[src/rtl/alu_seq_if.sv]
// alu_seq_if: operand/result handshake bundle for alu_seq.
//   master : operand producer / result consumer (decode + writeback side)
//   slave  : the ALU itself
// Handshake rule (both channels): a transfer happens on a rising clk edge
// where valid and ready are both high. The source holds its payload stable
// while valid is high and ready is low. The sink may raise or lower ready
// freely; valid, once raised, stays high until the transfer.
//   in_valid/in_ready   : opcode, A, B from master to slave
//   out_valid/out_ready : result, result_hi, C/V/Z/N, illegal to master
interface alu_seq_if #(
  parameter int WIDTH = 8
);
  logic             in_valid;
  logic             in_ready;
  logic [7:0]       opcode;
  logic [WIDTH-1:0] A;
  logic [WIDTH-1:0] B;
  logic             out_valid;
  logic             out_ready;
  logic [WIDTH-1:0] result;
  logic [WIDTH-1:0] result_hi;
  logic             C;
  logic             V;
  logic             Z;
  logic             N;
  logic             illegal;

  modport master (
    output in_valid, opcode, A, B, out_ready,
    input  in_ready, out_valid, result, result_hi, C, V, Z, N, illegal
  );

  modport slave (
    input  in_valid, opcode, A, B, out_ready,
    output in_ready, out_valid, result, result_hi, C, V, Z, N, illegal
  );
endinterface

[src/rtl/alu_seq.sv]
// alu_seq: registered WIDTH-bit ALU with persistent C/V/Z/N flag register,
// carry-chained ADC/SBC and an optional shift-add unsigned multiplier.
// Ports:
//   clk     : clock, all state changes on its rising edge
//   rst     : synchronous active-high reset, aborts any op in flight
//   bus     : alu_seq_if slave modport (operand and result handshakes)
//   state_o : current FSM state (0 IDLE, 1 MUL, 2 DONE) for observation
module alu_seq #(
  parameter int WIDTH  = 8,
  parameter bit MUL_EN = 1'b1
) (
  input  logic       clk,
  input  logic       rst,
  alu_seq_if.slave   bus,
  output logic [1:0] state_o
);

  localparam int MSB = WIDTH - 1;
  localparam int CW  = $clog2(WIDTH);

  typedef enum logic [1:0] {
    S_IDLE = 2'd0,
    S_MUL  = 2'd1,
    S_DONE = 2'd2
  } state_t;

  state_t           state_q;
  logic [WIDTH-1:0] result_q;
  logic [WIDTH-1:0] result_hi_q;
  logic             c_q, v_q, z_q, n_q, ill_q;

  logic accept;
  logic is_mul;

  assign accept = bus.in_valid & (state_q == S_IDLE);
  assign is_mul = MUL_EN && (bus.opcode == 8'h0F);

  // ---------------------------------------------------------------
  // Single-cycle datapath, evaluated on the operands at accept time.
  // ADD/ADC share one adder and SUB/SBC/SLT share one subtractor; the
  // flag carry only feeds in for ADC and SBC.
  // ---------------------------------------------------------------
  logic             add_cin, sub_bin;
  logic [WIDTH:0]   add_w, sub_w, inc_w, dec_w;
  logic             add_v, sub_v;
  logic [WIDTH-1:0] alu_r;
  logic             alu_c, alu_v, alu_ill;

  always_comb begin
    add_cin = (bus.opcode == 8'h0D) & c_q;
    sub_bin = (bus.opcode == 8'h0E) & c_q;
    add_w   = {1'b0, bus.A} + {1'b0, bus.B} + {{WIDTH{1'b0}}, add_cin};
    sub_w   = {1'b0, bus.A} - {1'b0, bus.B} - {{WIDTH{1'b0}}, sub_bin};
    inc_w   = {1'b0, bus.B} + {{WIDTH{1'b0}}, 1'b1};
    dec_w   = {1'b0, bus.B} - {{WIDTH{1'b0}}, 1'b1};
    // Signed overflow: the carry-in/borrow-in does not change the rule.
    add_v   = (bus.A[MSB] == bus.B[MSB]) & (add_w[MSB] != bus.A[MSB]);
    sub_v   = (bus.A[MSB] != bus.B[MSB]) & (sub_w[MSB] != bus.A[MSB]);

    alu_r   = '0;
    alu_c   = 1'b0;
    alu_v   = 1'b0;
    alu_ill = 1'b0;
    case (bus.opcode)
      8'h00, 8'h0D: begin alu_r = add_w[MSB:0]; alu_c = add_w[WIDTH]; alu_v = add_v; end
      8'h01, 8'h0E: begin alu_r = sub_w[MSB:0]; alu_c = sub_w[WIDTH]; alu_v = sub_v; end
      8'h02: alu_r = bus.A & bus.B;
      8'h03: alu_r = bus.A | bus.B;
      8'h04: alu_r = bus.A ^ bus.B;
      // Signed less-than is N xor V of A-B.
      8'h05: alu_r = {{(WIDTH-1){1'b0}}, sub_w[MSB] ^ sub_v};
      8'h06: begin
        alu_r = inc_w[MSB:0];
        alu_c = inc_w[WIDTH];
        alu_v = ~bus.B[MSB] & inc_w[MSB];
      end
      8'h07: begin
        alu_r = dec_w[MSB:0];
        alu_c = dec_w[WIDTH];
        alu_v = bus.B[MSB] & ~dec_w[MSB];
      end
      8'h08: begin alu_r = {bus.B[MSB-1:0], 1'b0};      alu_c = bus.B[MSB]; end
      8'h09: begin alu_r = {1'b0, bus.B[MSB:1]};        alu_c = bus.B[0];   end
      8'h0A: begin alu_r = {bus.B[MSB], bus.B[MSB:1]};  alu_c = bus.B[0];   end
      8'h0B: alu_r = {bus.B[MSB-1:0], bus.B[MSB]};
      8'h0C: alu_r = {bus.B[0], bus.B[MSB:1]};
      // 0x0F lands here only when the multiplier is not built.
      default: alu_ill = 1'b1;
    endcase
  end

  // ---------------------------------------------------------------
  // Shift-add multiplier: {hi,lo} starts as {0,A}; each MUL cycle adds
  // the multiplicand to hi when lo[0] is set, then shifts {carry,hi,lo}
  // right by one. The WIDTH-th step is committed straight to the result
  // registers so the partial product never reaches the outputs.
  // ---------------------------------------------------------------
  logic [WIDTH-1:0] mul_hi_d, mul_lo_d;
  logic             mul_last;

  if (MUL_EN) begin : g_mul
    logic [WIDTH-1:0] mc_q, hi_q, lo_q;
    logic [CW-1:0]    cnt_q;
    logic [WIDTH:0]   step_w;

    always_comb begin
      step_w = {1'b0, hi_q} + (lo_q[0] ? {1'b0, mc_q} : {(WIDTH+1){1'b0}});
    end

    assign mul_hi_d = step_w[WIDTH:1];
    assign mul_lo_d = {step_w[0], lo_q[MSB:1]};
    assign mul_last = (cnt_q == CW'(WIDTH - 1));

    always_ff @(posedge clk) begin
      if (rst) begin
        mc_q  <= '0;
        hi_q  <= '0;
        lo_q  <= '0;
        cnt_q <= '0;
      end else if (accept && is_mul) begin
        mc_q  <= bus.B;
        hi_q  <= '0;
        lo_q  <= bus.A;
        cnt_q <= '0;
      end else if (state_q == S_MUL) begin
        hi_q  <= mul_hi_d;
        lo_q  <= mul_lo_d;
        cnt_q <= cnt_q + 1'b1;
      end
    end
  end else begin : g_no_mul
    assign mul_hi_d = '0;
    assign mul_lo_d = '0;
    assign mul_last = 1'b0;
  end

  // ---------------------------------------------------------------
  // Control FSM with the result and flag registers. Flags and illegal
  // change only on entry to DONE, so ADC/SBC always see the carry from
  // the previously completed op.
  // ---------------------------------------------------------------
  always_ff @(posedge clk) begin
    if (rst) begin
      state_q     <= S_IDLE;
      result_q    <= '0;
      result_hi_q <= '0;
      c_q         <= 1'b0;
      v_q         <= 1'b0;
      z_q         <= 1'b0;
      n_q         <= 1'b0;
      ill_q       <= 1'b0;
    end else begin
      case (state_q)
        S_IDLE: begin
          if (accept) begin
            if (is_mul) begin
              state_q <= S_MUL;
            end else begin
              state_q     <= S_DONE;
              result_q    <= alu_r;
              result_hi_q <= '0;
              c_q         <= alu_c;
              v_q         <= alu_v;
              z_q         <= (alu_r == '0);
              n_q         <= alu_r[MSB];
              ill_q       <= alu_ill;
            end
          end
        end
        S_MUL: begin
          if (mul_last) begin
            state_q     <= S_DONE;
            result_q    <= mul_lo_d;
            result_hi_q <= mul_hi_d;
            c_q         <= (mul_hi_d != '0);
            v_q         <= 1'b0;
            z_q         <= ({mul_hi_d, mul_lo_d} == '0);
            n_q         <= mul_hi_d[MSB];
            ill_q       <= 1'b0;
          end
        end
        S_DONE: begin
          if (bus.out_ready) state_q <= S_IDLE;
        end
        default: state_q <= S_IDLE;
      endcase
    end
  end

  assign bus.in_ready  = (state_q == S_IDLE);
  assign bus.out_valid = (state_q == S_DONE);
  assign bus.result    = result_q;
  assign bus.result_hi = result_hi_q;
  assign bus.C         = c_q;
  assign bus.V         = v_q;
  assign bus.Z         = z_q;
  assign bus.N         = n_q;
  assign bus.illegal   = ill_q;
  assign state_o       = state_q;

endmodule

[src/flat_wrapper.sv]
// flat-port wrapper written by rule: the top's interface ports become plain ports
module alu_seq_flat 
#(
  parameter int WIDTH  = 8,
  parameter bit MUL_EN = 1'b1
)
  (clk, rst, state_o, bus_in_valid, bus_opcode, bus_A, bus_B, bus_out_ready, bus_in_ready, bus_out_valid, bus_result, bus_result_hi, bus_C, bus_V, bus_Z, bus_N, bus_illegal);
  alu_seq_if #(.WIDTH(WIDTH)) bus_i ();
  input  logic clk;
  input  logic rst;
  output logic [1:0] state_o;
  input wire logic [$bits(bus_i.in_valid)-1:0] bus_in_valid;
  input wire logic [$bits(bus_i.opcode)-1:0] bus_opcode;
  input wire logic [$bits(bus_i.A)-1:0] bus_A;
  input wire logic [$bits(bus_i.B)-1:0] bus_B;
  input wire logic [$bits(bus_i.out_ready)-1:0] bus_out_ready;
  output wire logic [$bits(bus_i.in_ready)-1:0] bus_in_ready;
  output wire logic [$bits(bus_i.out_valid)-1:0] bus_out_valid;
  output wire logic [$bits(bus_i.result)-1:0] bus_result;
  output wire logic [$bits(bus_i.result_hi)-1:0] bus_result_hi;
  output wire logic [$bits(bus_i.C)-1:0] bus_C;
  output wire logic [$bits(bus_i.V)-1:0] bus_V;
  output wire logic [$bits(bus_i.Z)-1:0] bus_Z;
  output wire logic [$bits(bus_i.N)-1:0] bus_N;
  output wire logic [$bits(bus_i.illegal)-1:0] bus_illegal;
  assign bus_i.in_valid = bus_in_valid;
  assign bus_i.opcode = bus_opcode;
  assign bus_i.A = bus_A;
  assign bus_i.B = bus_B;
  assign bus_i.out_ready = bus_out_ready;
  assign bus_in_ready = bus_i.in_ready;
  assign bus_out_valid = bus_i.out_valid;
  assign bus_result = bus_i.result;
  assign bus_result_hi = bus_i.result_hi;
  assign bus_C = bus_i.C;
  assign bus_V = bus_i.V;
  assign bus_Z = bus_i.Z;
  assign bus_N = bus_i.N;
  assign bus_illegal = bus_i.illegal;
  alu_seq #(.WIDTH(WIDTH), .MUL_EN(MUL_EN)) u_core (.clk(clk), .rst(rst), .bus(bus_i), .state_o(state_o));
endmodule
[config.mk]
export PLATFORM = sky130hd
export DESIGN_NAME = alu_seq_flat
export DESIGN_NICKNAME = d
export VERILOG_FILES = /design/src/rtl/alu_seq_if.sv /design/src/rtl/alu_seq.sv /design/src/flat_wrapper.sv
export SDC_FILE = /design/constraint.sdc
export NUM_CORES = 1
export LEC_CHECK = 0
export CAP_MARGIN = 20
export CORE_MARGIN = 2
export CORE_UTILIZATION = 25
export DETAILED_ROUTE_END_ITERATION = 7
export PLACE_DENSITY = 0.52
export REMOVE_ABC_BUFFERS = 1
export SETUP_SLACK_MARGIN = 0.2
export SLEW_MARGIN = 20
export SYNTH_ARGS = -nofsm -noshare
export SYNTH_HDL_FRONTEND = slang
export SYNTH_SLANG_ARGS = --single-unit
[constraint.sdc]
create_clock -name clk -period 8.6 [get_ports clk]
set_input_delay 1.72 -clock clk [delete_from_list [all_inputs] [get_ports clk]]
set_output_delay 1.72 -clock clk [all_outputs]
set_load 0.01 [all_outputs]
==> impl_metrics.toml <==
[power]
p_leak_nw = 2.14
total_power_density_per_cell_area_nw_per_um2 = 113
power.total_mw = 0.624
vdd_ir_drop_max_v = 0.000103

[global_route]
grt_pass1_vias = 4352
grtUsageTotal = 0.153
grt_antenna_before_repair = 0
grt_max_degree = 40
grt_pass1_wl_mm = 24.4
total_gr_overflow = 0

[floorplanning]
io-pin-count = 53
die_area_sq_um = 19900
die_y_um = 141
die_span_x_um = 141
starting_density_of_the_core = 0.253
std_cell_rows = 50
core_region_area_sq_um = 18600

[routing]
total_wire_length_after_detailed_routing_mm = 15.4
route.vias.total = 4565
avgRoutedWirePerCell_um = 17.7
viasPerCell = 5.27
drt_first_pass_iters = 5
post-route-drc-count = 0
remaining_antenna_violation_count = 0
first_iter_violations = 336

[critical_path]
worst_setup_path_start_kind = "input port"
cp_data_required_time_ns = 8.83
critical_setup_path_class = "in -> reg"
timing.critical_path.arrival_ns = 6.07
reg2regPathDepth = 10
ff2ff_setup_slack_ns = 5.26
crit-reg2reg-capture = "u_core.bus.Z"
crit_path_max_fanout = 10
critical_path.reg2reg.startpoint = "u_core.bus.C"
critPathCaptureType = "flip-flop"

[place]
dp.cells = 859
hpwl_mm = 11.5
count_of_input_and_output_buffers = 52
globalplace.congestion = 0.932

[sta]
final.period_utilization = 0.678
grt_setup_unrepaired = "no"
timing_max_transition_violations_final = 0
clock_skew_ns = 0.00699
tightest_slew_ns = 0.985
headroom_to_the_max_slew_limit = 0.342
summed_negative_setup_slack_over_all_endpoints_ns = 0
fmax_mhz = 171
final.min_clock_period_ns = 5.83
setup_violations_final = 0
number_of_hold_violations_in_the_final_report = 0

[synthesis]
area_share_of_the_largest_cell_type_after_synthesis = 0.213
yosysWarningCount = 0
ys_ff_latch = 50
sequential_cell_area_fraction_in_the_yosys_report = 0.213
synth.avg_cell_area_sq_um = 7.77
yosys-top-cells-area = "dfxtp_1 (21%), ha_1 (12%), nor2_1 (5.4%)"
yosysUniqueCellTypes = 85
asyncSetResetFlopFracSynth = 0
ys.flop_type = "dfxtp_1"
post_syn_area_sq_um = 4690
netlist_instances = 604
number_of_synthesized_flops_with_an_enable_pin = 0
synth_top_area_cell = "dfxtp_1"

[clocking]
tritoncts = "built"
cts-root-to-sink-buffers = 2
tritoncts.num_buffers = 5
cts_htree_levels = 2
cts_repair_resize_count = 0
clock_latency_ns = 0.29
clkSinkCount = 50
cts.clk_slew.worst_paths_ns = 0.07
cts_post_setup_buffers_inserted = 0
clockRootBuffer = "clkbuf_16"
post_cts_hold_buffer_count = 0

[cells_and_area]
number_of_standard_cells_in_the_final_layout_excluding_fillers = 867
area_growth_pct = 17.9
antenna-diode-count = 0
final_core_utilization = 0.298
final_nets = 709
final_layout_size_suffix_gt1_frac = 0.0632

[hold_path]
timing.hold.worst.start = "u_core.bus.result_hi[1]"
worst_hold_path_type = "reg -> reg"
min_delay_path_depth = 2
holdPathEnd = "u_core.bus.result_hi[1]"

[outcome]
outcome = "completed"

[flow_run]
max_cap_violations = 0
cells by family after synthesis:
| group | count (synthesis) | synth area share |
|---|---|---|
| xor gates and xnor gates | 17 | 0.0317 |
| adders and majority gates | 49 | 0.139 |
| AOI/OAI and AO/OA | 153 | 0.238 |
| DFF | 50 | 0.213 |
| buffers and inverters | 75 | 0.0720 |
| and+or+nand+nor | 243 | 0.269 |
| muxes | 17 | 0.0371 |
final cells by class:
| class | count | area, sq um |
|---|---|---|
| multi-input cells | 479 | 3360 |
| clock buffers | 5 | 125 |
| fillers | 1999 | 13000 |
| inverters | 37 | 139 |
| clock inverters | 3 | 45.0 |
| flip-flops and latches | 50 | 1000 |
| well taps | 234 | 293 |
| repair buffers | 59 | 573 |
through the flow:
step	area [sq um]	setup WS, ns	hold slack (ns)
floorplan	4490	3.52	0.440
global placement	5360	2.53	0.440
detailed placement	5360	2.50	0.448
CTS	5530	2.80	0.458
global route	5530	2.46	0.483
finish	5530	2.77	0.455
cells in the mapped netlist (all sizes together), types with 3 or more instances:
cell type / instances
fa: 5
a211oi: 13
o21a: 6
buf: 21
clkbuf: 17
nor3: 23
a221o: 7
o211ai: 4
a2111oi: 4
a32oi: 4
o22ai: 3
dfxtp: 50
a22oi: 5
ha: 44
a311oi: 6
nor2: 68
nor4: 7
or2: 3
mux2i: 14
a221oi: 6
a21o: 3
and2: 14
nand2b: 8
mux2: 3
nor3b: 5
a21oi: 38
o21ai: 19
nor4b: 3
nor2b: 5
a31oi: 3
nand4: 4
o31ai: 5
and4b: 3
o2111ai: 3
xnor2: 9
nand2: 53
or3: 7
xor2: 8
a211o: 3
inv: 37
nand4b: 3
nand3: 23
flip-flops by register name, summed over array words and instances, names as in the netlist:
register / flops
u_core.bus.C: 1
u_core.bus.N: 1
u_core.bus.V: 1
u_core.bus.Z: 1
u_core.bus.illegal: 1
u_core.bus.result: 8
u_core.bus.result_hi: 8
u_core.g_mul.cnt_q: 3
u_core.g_mul.hi_q: 8
u_core.g_mul.lo_q: 8
u_core.g_mul.mc_q: 8
u_core.state_o: 2
routing by layer:
| layer | up-vias | share of wire | routed length [um] | track usage |
|---|---|---|---|---|
| met2 | 122 | 0.47 | 7290 | 0.256 |
| li1 | 2266 | - | - | - |
| met5 | - | 0 | 0 | 0 |
| met1 | 2151 | 0.46 | 7100 | 0.210 |
| met3 | 26 | 0.040 | 609 | 0.0190 |
| met4 | 0 | 0.024 | 367 | 0.0421 |
how the worst max path moves through the flow:
| stage | from | end | depth (start not counted) |
|---|---|---|---|
| floorplan | bus_opcode[5] | u_core.bus.Z | 12 |
| global placement | bus_opcode[5] | u_core.bus.Z | 13 |
| detailed placement | bus_opcode[5] | u_core.bus.Z | 13 |
| CTS | bus_opcode[5] | u_core.bus.Z | 13 |
| global route | bus_opcode[5] | u_core.bus.Z | 13 |
| finish | bus_opcode[5] | u_core.bus.Z | 13 |
cell usage in the layout (no fill, tap or decap), types with 5 or more instances in the layout:
cell / n
a211oi_1: 12
a21oi_1: 37
a221o_1: 7
a221oi_1: 5
a311oi_1: 6
and2_1: 13
buf_4: 7
clkbuf_16: 5
clkdlybuf4s50_1: 52
dfxtp_1: 50
fa_1: 5
ha_1: 44
inv_1: 36
mux2i_1: 14
nand2_1: 53
nand2b_1: 8
nand3_1: 23
nor2_1: 67
nor3_1: 21
nor3b_1: 5
nor4_1: 6
o21a_1: 6
o21ai_0: 15
o31ai_1: 5
or3_1: 7
xnor2_1: 9
xor2_1: 8
critical path, stage by stage:
cell and delay [ns]:
clkdlybuf4s50_1 0.43, nor4_2 0.77, and2_1 0.32, nand4_1 0.15, fa_1 0.47, fa_1 0.43, o21a_1 0.23, or3_1 0.31
a311o_1 0.36, a211oi_1 0.30, nand4_1 0.13, nor4_1 0.26, a22o_1 0.19
report_power, final:
| group | switching [mW] | internal (mW) |
|---|---|---|
| Sequential | 0.00265 | 0.234 |
| Clock | 0.0900 | 0.137 |
| Combinational | 0.0956 | 0.0649 |
| Total | 0.188 | 0.436 |
Power figures use the tool's default switching activity.
